[src/rtl/fetch_ir_queue_pkg.sv]
`default_nettype none
// ============================================================================
// fetch_ir_queue_pkg : queue geometry and fetch FSM encoding
// Rev 1.0
// ============================================================================
package fetch_ir_queue_pkg;

  localparam int LINE_BYTES = 16;
  localparam int Q_BYTES    = 32;

  typedef enum logic [1:0] {
    RUN  = 2'd0,
    WAIT = 2'd1,
    DROP = 2'd2
  } fq_state_e;

endpackage
`default_nettype wire

[src/rtl/ir_window_rotator.sv]
`default_nettype none
// ============================================================================
// ir_window_rotator : byte rotate of queue storage by head, MSB-first window
// Rev 1.0
// ============================================================================
module ir_window_rotator
  import fetch_ir_queue_pkg::*;
(
  input  logic [8*Q_BYTES-1:0]    i_data,
  input  logic [4:0]              i_head,
  output logic [8*LINE_BYTES-1:0] o_win
);

  logic [8*Q_BYTES-1:0] w_stage [0:5];

  assign w_stage[0] = i_data;

  for (genvar s = 0; s < 5; s++) begin : g_stage
    localparam int c_SH = 8 << s;
    assign w_stage[s+1] = i_head[s]
                        ? {w_stage[s][c_SH-1:0], w_stage[s][8*Q_BYTES-1:c_SH]}
                        : w_stage[s];
  end

  // Byte at head lands in the top byte of the window, then descending.
  for (genvar k = 0; k < LINE_BYTES; k++) begin : g_byte
    assign o_win[8*(LINE_BYTES-1-k) +: 8] = w_stage[5][8*k +: 8];
  end

endmodule
`default_nettype wire

[src/rtl/fetch_ir_queue.sv]
`default_nettype none
// ============================================================================
// fetch_ir_queue : 32-byte instruction queue feeding decode a 16-byte window
// Rev 1.0
// ============================================================================
module fetch_ir_queue
  import fetch_ir_queue_pkg::*;
#(
  parameter logic [31:0] RESET_EIP = 32'hFFFF_FFF0
) (
  input  logic         clk,
  input  logic         reset,
  input  logic         FE_REDIRECT,
  input  logic [31:0]  FE_REDIRECT_EIP,
  output logic         IC_REQ,
  output logic [31:0]  IC_ADDR,
  input  logic         IC_ACK,
  input  logic [127:0] IC_LINE,
  input  logic         IC_PF,
  output logic         D1_V,
  output logic [127:0] D1_IR,
  output logic [31:0]  D1_EIP,
  output logic         D1_PF_EXIST,
  input  logic         D1_STALL,
  input  logic [3:0]   D1_LEN
);

  localparam logic [31:0] c_LINE_MASK = ~32'(LINE_BYTES - 1);
  localparam logic [5:0]  c_LINE_CNT  = 6'(LINE_BYTES);

  fq_state_e    r_state, w_state_nxt;
  logic [4:0]   r_head;
  logic         r_tail;
  logic [5:0]   r_count, w_count_nxt, w_fill;
  logic [3:0]   r_skip;
  logic [31:0]  r_fetch_addr, w_fetch_nxt, r_ic_addr, r_eip;
  logic         r_pf_flag;
  logic [127:0] r_slot [0:1];
  logic         w_consume, w_ack_take, w_line_wr;

  assign D1_V        = (r_count >= c_LINE_CNT) | r_pf_flag;
  assign D1_PF_EXIST = r_pf_flag & (r_count < c_LINE_CNT);
  assign D1_EIP      = r_eip;
  assign IC_REQ      = (r_state != RUN);
  assign IC_ADDR     = r_ic_addr;

  assign w_consume  = D1_V & ~D1_STALL & (D1_LEN != 4'd0);
  assign w_ack_take = IC_ACK & (r_state == WAIT) & ~FE_REDIRECT;
  assign w_line_wr  = w_ack_take & ~IC_PF;
  assign w_fill     = c_LINE_CNT - {2'b00, r_skip};

  always_comb begin
    w_count_nxt = r_count + (w_line_wr ? w_fill : 6'd0)
                - (w_consume ? {2'b00, D1_LEN} : 6'd0);
    w_fetch_nxt = r_fetch_addr;
    if (FE_REDIRECT)
      w_fetch_nxt = FE_REDIRECT_EIP & c_LINE_MASK;
    else if (w_line_wr)
      w_fetch_nxt = r_fetch_addr + 32'(LINE_BYTES);
  end

  always_comb begin
    w_state_nxt = r_state;
    if (FE_REDIRECT) begin
      case (r_state)
        RUN:     w_state_nxt = WAIT;
        WAIT:    w_state_nxt = IC_ACK ? WAIT : DROP;
        DROP:    w_state_nxt = DROP;
        default: w_state_nxt = RUN;
      endcase
    end else begin
      case (r_state)
        RUN:     if (!r_pf_flag && w_count_nxt <= c_LINE_CNT) w_state_nxt = WAIT;
        WAIT:    if (IC_ACK) w_state_nxt = (!IC_PF && w_count_nxt <= c_LINE_CNT) ? WAIT : RUN;
        DROP:    if (IC_ACK) w_state_nxt = WAIT;
        default: w_state_nxt = RUN;
      endcase
    end
  end

  always_ff @(posedge clk) begin
    if (reset) begin
      r_state      <= RUN;
      r_count      <= 6'd0;
      r_tail       <= 1'b0;
      r_pf_flag    <= 1'b0;
      r_head       <= {1'b0, RESET_EIP[3:0]};
      r_skip       <= RESET_EIP[3:0];
      r_eip        <= RESET_EIP;
      r_fetch_addr <= RESET_EIP & c_LINE_MASK;
      r_ic_addr    <= RESET_EIP & c_LINE_MASK;
    end else begin
      r_state      <= w_state_nxt;
      r_fetch_addr <= w_fetch_nxt;
      // DROP keeps presenting the stale address until its ack retires.
      if (w_state_nxt != DROP)
        r_ic_addr <= w_fetch_nxt;
      if (FE_REDIRECT) begin
        r_count   <= 6'd0;
        r_tail    <= 1'b0;
        r_head    <= {1'b0, FE_REDIRECT_EIP[3:0]};
        r_skip    <= FE_REDIRECT_EIP[3:0];
        r_eip     <= FE_REDIRECT_EIP;
        r_pf_flag <= 1'b0;
      end else begin
        r_count <= w_count_nxt;
        if (w_consume) begin
          r_head <= r_head + {1'b0, D1_LEN};
          r_eip  <= r_eip + {28'd0, D1_LEN};
        end
        if (w_line_wr) begin
          r_tail <= ~r_tail;
          r_skip <= 4'd0;
        end
        if (w_ack_take & IC_PF)
          r_pf_flag <= 1'b1;
      end
    end
  end

  always_ff @(posedge clk) begin
    if (w_line_wr)
      r_slot[r_tail] <= IC_LINE;
  end

  ir_window_rotator u_rotator (
    .i_data ({r_slot[1], r_slot[0]}),
    .i_head (r_head),
    .o_win  (D1_IR)
  );

endmodule
`default_nettype wire

[config.mk]
export PLATFORM = sky130hd
export DESIGN_NAME = fetch_ir_queue
export DESIGN_NICKNAME = d
export VERILOG_FILES = /design/src/rtl/fetch_ir_queue_pkg.sv /design/src/rtl/ir_window_rotator.sv /design/src/rtl/fetch_ir_queue.sv
export SDC_FILE = /design/constraint.sdc
export NUM_CORES = 1
export LEC_CHECK = 0
export CELL_PAD_IN_SITES_DETAIL_PLACEMENT = 1
export CELL_PAD_IN_SITES_GLOBAL_PLACEMENT = 1
export CORE_ASPECT_RATIO = 0.9
export CORE_UTILIZATION = 46
export DETAILED_ROUTE_END_ITERATION = 8
export PLACE_DENSITY = 0.85
export SKIP_LAST_GASP = 1
export SYNTH_ARGS = -nofsm -noshare
export SYNTH_HDL_FRONTEND = slang
export SYNTH_HIERARCHICAL = 1
export SYNTH_SLANG_ARGS = --single-unit
[constraint.sdc]
create_clock -name clk -period 11.3 [get_ports clk]
set_input_delay 3.39 -clock clk [delete_from_list [all_inputs] [get_ports clk]]
set_output_delay 3.39 -clock clk [all_outputs]
set_load 0.01 [all_outputs]
# Word-level counts from Yosys, hierarchy flattened
# Memories as Yosys holds them, arrays and structs flattened.
# Index checks and enable logic that the tools add are counted.
[totals]
regBits = 115
latchBits = 0
mem_bits_rw = 256
rom_bits = 0
input_bits = 170
output_inout_bits = 195
memories = 1
[mem_list]
columns = ["memory", "words", "width", "rd", "rd_clocked_by_memory_dff", "write_ports", "line", "source"]
rows = [
  ["r_slot", 2, 128, 2, 0, 1, "fetch_ir_queue.sv:38", "logic [127:0] r_slot [0:1];"],
]
[classes]
n_addsub = 6
n_mul = 0
n_div = 0
magnitude_cmp = 3
n_eq_ne = 3
shift = 0
muxes = 25
n_bitwise = 12
reduce_logical = 10
[ops]
columns = ["cell", "n"]
rows = [
  ["$mux 256", 4],
  ["$mux 128", 1],
  ["$mux 32", 4],
  ["$add 32x4->32", 1],
  ["$add 32x5->32 const B", 1],
  ["$mux 4", 5],
  ["$pmux 2 s3", 2],
  ["$mux 2", 5],
  ["$and 1x1->1", 7],
  ["$add 6x6->6", 1],
  ["$ge 6x5->1 const B", 1],
  ["$le 6x5->1 const B", 1],
  ["$lt 6x5->1 const B", 1],
  ["$mux 6", 1],
  ["$reduce_bool 2->1", 3],
  ["$sub 5x4->6 const A", 1],
  ["$sub 6x4->6", 1],
  ["$add 5x4->5", 1],
  ["$not 1->1", 4],
  ["$reduce_bool 4->1", 1],
  ["$mux 1", 3],
  ["$eq 2x1->1 const B", 1],
  ["$eq 2x2->1 const B", 1],
  ["$logic_and 1x1->1", 2],
  ["other kinds (5)", 6],
]

# Logic depth before layout (Yosys ltp)
[depth]
depth_word = 14
depth_mapped = 14
ltp_nobuf = 13

# Hierarchy
# The synthesis kept the hierarchy.
[by_module_without_submodules]
columns = ["mod", "instances", "cells_each", "area_per_inst_um2", "seq_area_each_um2"]
rows = [
  ["fetch_ir_queue", 1, 967, 13656.8, 9989.6],
  ["ir_window_rotator", 1, 965, 11825.1, 0.0],
]

# Worst setup path before layout
# Ideal clock, no wire load.
[synth_timing]
path_type = "input -> register"
startpoint = "in FE_REDIRECT"
endpoint = "mem r_slot[0][0], enable pin"
arrival_time_ps = 9400
path_slack_ps = 1283
path_stages = 4
n_path_buf = 1
cell_sequence = "buf_2 nand4bb_1 or2_2 nor2_1"
[synth_between]
elab_chain_cells = 5
[synth_rtl]
columns = ["element", "line", "source"]
rows = [
  ["start, declared", "fetch_ir_queue.sv:13", "input logic FE_REDIRECT,"],
  ["$not 1->1", "fetch_ir_queue.sv:48", "assign w_ack_take = IC_ACK & (r_state == WAIT) & ~FE_REDIRECT;"],
  ["$and 1x1->1", "fetch_ir_queue.sv:48", ""],
  ["$and 1x1->1", "fetch_ir_queue.sv:49", "assign w_line_wr = w_ack_take & ~IC_PF;"],
  ["$mux 1", "fetch_ir_queue.sv:122", "if (w_line_wr)"],
  ["$mux 1 (implied by the code)", "fetch_ir_queue.sv:123", "r_slot[r_tail] <= IC_LINE;"],
  ["end, declared", "fetch_ir_queue.sv:38", ""],
]
# No other way between the ends.

# Final worst setup path
[layout_timing]
startpoint = "reg r_head[2]"
endpoint = "out D1_IR[33]"
[layout_between]
elab_chain_cells = 3
[layout_rtl]
columns = ["element", "line", "source"]
rows = [
  ["start, declared", "fetch_ir_queue.sv:32", "logic [4:0] r_head;"],
  ["start signal, assigned", "fetch_ir_queue.sv:87", "r_head <= {1'b0, RESET_EIP[3:0]};"],
  ["start signal, assigned", "fetch_ir_queue.sv:101", "r_head <= {1'b0, FE_REDIRECT_EIP[3:0]};"],
  ["start signal, assigned", "fetch_ir_queue.sv:108", "r_head <= r_head + {1'b0, D1_LEN};"],
  ["$mux 256 (2 in a row)", "ir_window_rotator.sv:21", "? {w_stage[s][c_SH-1:0], w_stage[s][8*Q_BYTES-1:c_SH]}"],
  ["$mux 128", "ir_window_rotator.sv:21", ""],
  ["end, declared", "fetch_ir_queue.sv:21", "output logic [127:0] D1_IR,"],
]
# No other way between the ends.

==> metrics <==
TritonCTS Sinks 371; hold-fix buffers at CTS 0; MaxCap Viol Count 0; sequential area share after synthesis 39.2%; Fin. Hold Viols 0; dpl hpwl between 60,000 and 70,000 um; area leader, netlist edfxtp_1; Slew headroom 12.6%; post-route cell area 30,800 um^2; layout cell share with drive strength beyond 1 23.1%; skew final 0.0176 ns; core area 54,500 um^2; Hold WC Path Type reg -> reg; row count 81; area post-placement 29,400 um^2; Post-synth EDFFs 256; CTS root buf clkbuf_16; vias in the first global route 20,800; grt ovf 0; most frequent cells after synthesis mux4_2, edfxtp_1, mux2i_1; initial antenna violation count 17; Post-Syn Nets 2,125; Die Ht 225 um; die extent in x around 250 um; vias 20,200; WS Path Type reg -> out; final core utilization a little under three fifths; Yosys warnings 6; CTS HTree Levels 2; remaining routing DRC violations 0; pwr/cell area 159 nW/um^2; synthesized area per cell 13.2 um^2; Crit. End Element output pin; final period utilization 67.7%; DR iter-0 viols approximately 2,500; fraction of registers with async set/reset 0%; minimum setup slack among reg-to-reg paths 7.22 ns; Clock Tree Buf Depth 3; Startpoint Class register; setup TNS 0 ns; CP required between 7 and 8 ns; Period minus WS final approximately 7.6 ns; Fill cells between 5,000 and 6,000; synth top area cells edfxtp_1, mux4_2, dfxtp_1; FMAX roughly 0.13 GHz; Initial Utilization a little under half; Max rail drop VDD roughly 0.13 mV; unrepaired setup endpoints after global routing no; pins over their slew limit 0; status complete, no violations; Clock Latency Late Sink 0.60 ns; remaining antenna violation count after routing 0; first-pass GRT wire length 130,000 um; CTS tree yes; maximum number of pins on one net before global-route repair ~150; GP Congestion 0.914; CTS resizes 0; Tot GR Track Use 30.3%; most frequent cell after synthesis mux4_2; Unique masters post-synth 63; Buffers on Ports 364; Routed WL per cell 29.5 um; I/O Pins 365; final wirelength 86,700 um; CTS Buf Count 43; routed vias/inst 6.86; CP arrival around 4.3 ns; Nets 2,381; Lkg Pwr approximately 10 nW; CP max FO 72; Post-CTS Setup Bufs 0; CTS clk-pin slew, worst paths 0.06 ns; Primary FF master, synth edfxtp_1; Mapped Area 25,500 um^2; Setup-failing EPs final 0; First-pass DRT Iterations 5; Slew @ Worst Pin about 1.3 ns; die area around 56,000 um^2; Area Overhead vs Synth 20.9%; Yosys top cell area share 30.2%; #FFs+latches synth about 370; post-synthesis instance total about 1,900
## state kept, by name, indices dropped and copies added (netlist names)
| signal | cells |
|---|---|
| r_tail | 1 |
| r_state | 2 |
| r_slot | 256 |
| D1_EIP | 32 |
| r_fetch_addr | 32 |
| r_head | 5 |
| r_count | 6 |
| r_skip | 4 |
| IC_ADDR | 32 |
| r_pf_flag | 1 |
## metal layers
layer | track usage [%] | wire (um) | vias up
li1 | - | - | 8374
met1 | 39.4 | 33300 | 10400
met2 | 49.1 | 42200 | 1183
met3 | 5.56 | 7390 | 213
met4 | 14.8 | 3750 | 6
met5 | 0 | 38 | -
## per-stage QoR
stage               std cells  hold slack (ns)  worst slack [ns]  total power (W)
floorplan                1932            0.429              1.28          0.00277
global placement         2848            0.442              4.09          0.00344
detailed placement       2848            0.452              3.98          0.00351
CTS                      2927            0.465              3.70          0.00488
global route             2942            0.498              3.47          0.00507
finish                   2942            0.459              3.66          0.00489
## worst max-delay path, stage by stage, from the launching register on
cell	delay, ns
dfxtp_4	0.91
buf_4	0.85
mux4_1	0.54
mux4_2	0.50
nand2_1	0.10
o221ai_1	0.15
clkdlybuf4s50_1	0.55
## power breakdown
part / switching [W] / internal [W]
Combinational: 0.000966 / 0.000948
Sequential: 0.0000948 / 0.00152
Clock: 0.000602 / 0.000763
## cells by family after synthesis
| logic type | Yosys count | share of synthesized area, % |
|---|---|---|
| mux | 565 | 37.3 |
| simple gates | 398 | 7.53 |
| flops | 371 | 39.2 |
| compound gates | 311 | 8.94 |
| buf+inv | 216 | 4.02 |
| xor+xnor | 48 | 1.65 |
| fa+ha+maj | 23 | 1.31 |
## layout by cell type (no fill, tap or decap), types with 41 or more instances in the layout
master and n:
a21oi_1 44, clkbuf_16 44, clkdlybuf4s50_1 362, dfxtp_1 110, edfxtp_1 256, mux2_2 97, mux2i_1 170, mux4_2 295
nand2_1 150, nand2b_1 43, nor2_1 73, o21ai_0 41, o221ai_1 93
## path summary, 6_finish.rpt
check	startpoint	endpoint	depth (start not counted)
max reg2reg	r_state[0]$_SDFF_PP0_	r_state[0]$_SDFF_PP0_	12
max	r_head[2]$_SDFFE_PP0P_	D1_IR[33]	6
min	r_fetch_addr[2]$_SDFF_PP0_	r_fetch_addr[2]$_SDFF_PP0_	1
min reg2reg	r_fetch_addr[2]$_SDFF_PP0_	r_fetch_addr[2]$_SDFF_PP0_	1
## final cells by class
| class | instances | area (um^2) | area share, % |
|---|---|---|---|
| diodes | 15 | 37.5 | 0.122 |
| inverters | 39 | 146 | 0.475 |
| flip-flops and latches | 371 | 10000 | 32.5 |
| multi-input cells | 1345 | 14500 | 47.1 |
| repair buffers | 388 | 3860 | 12.5 |
| clock inverters | 25 | 184 | 0.597 |
| clock buffers | 54 | 1170 | 3.79 |
| well taps | 705 | 882 | 2.86 |
(Power assumes the default switching activity.)
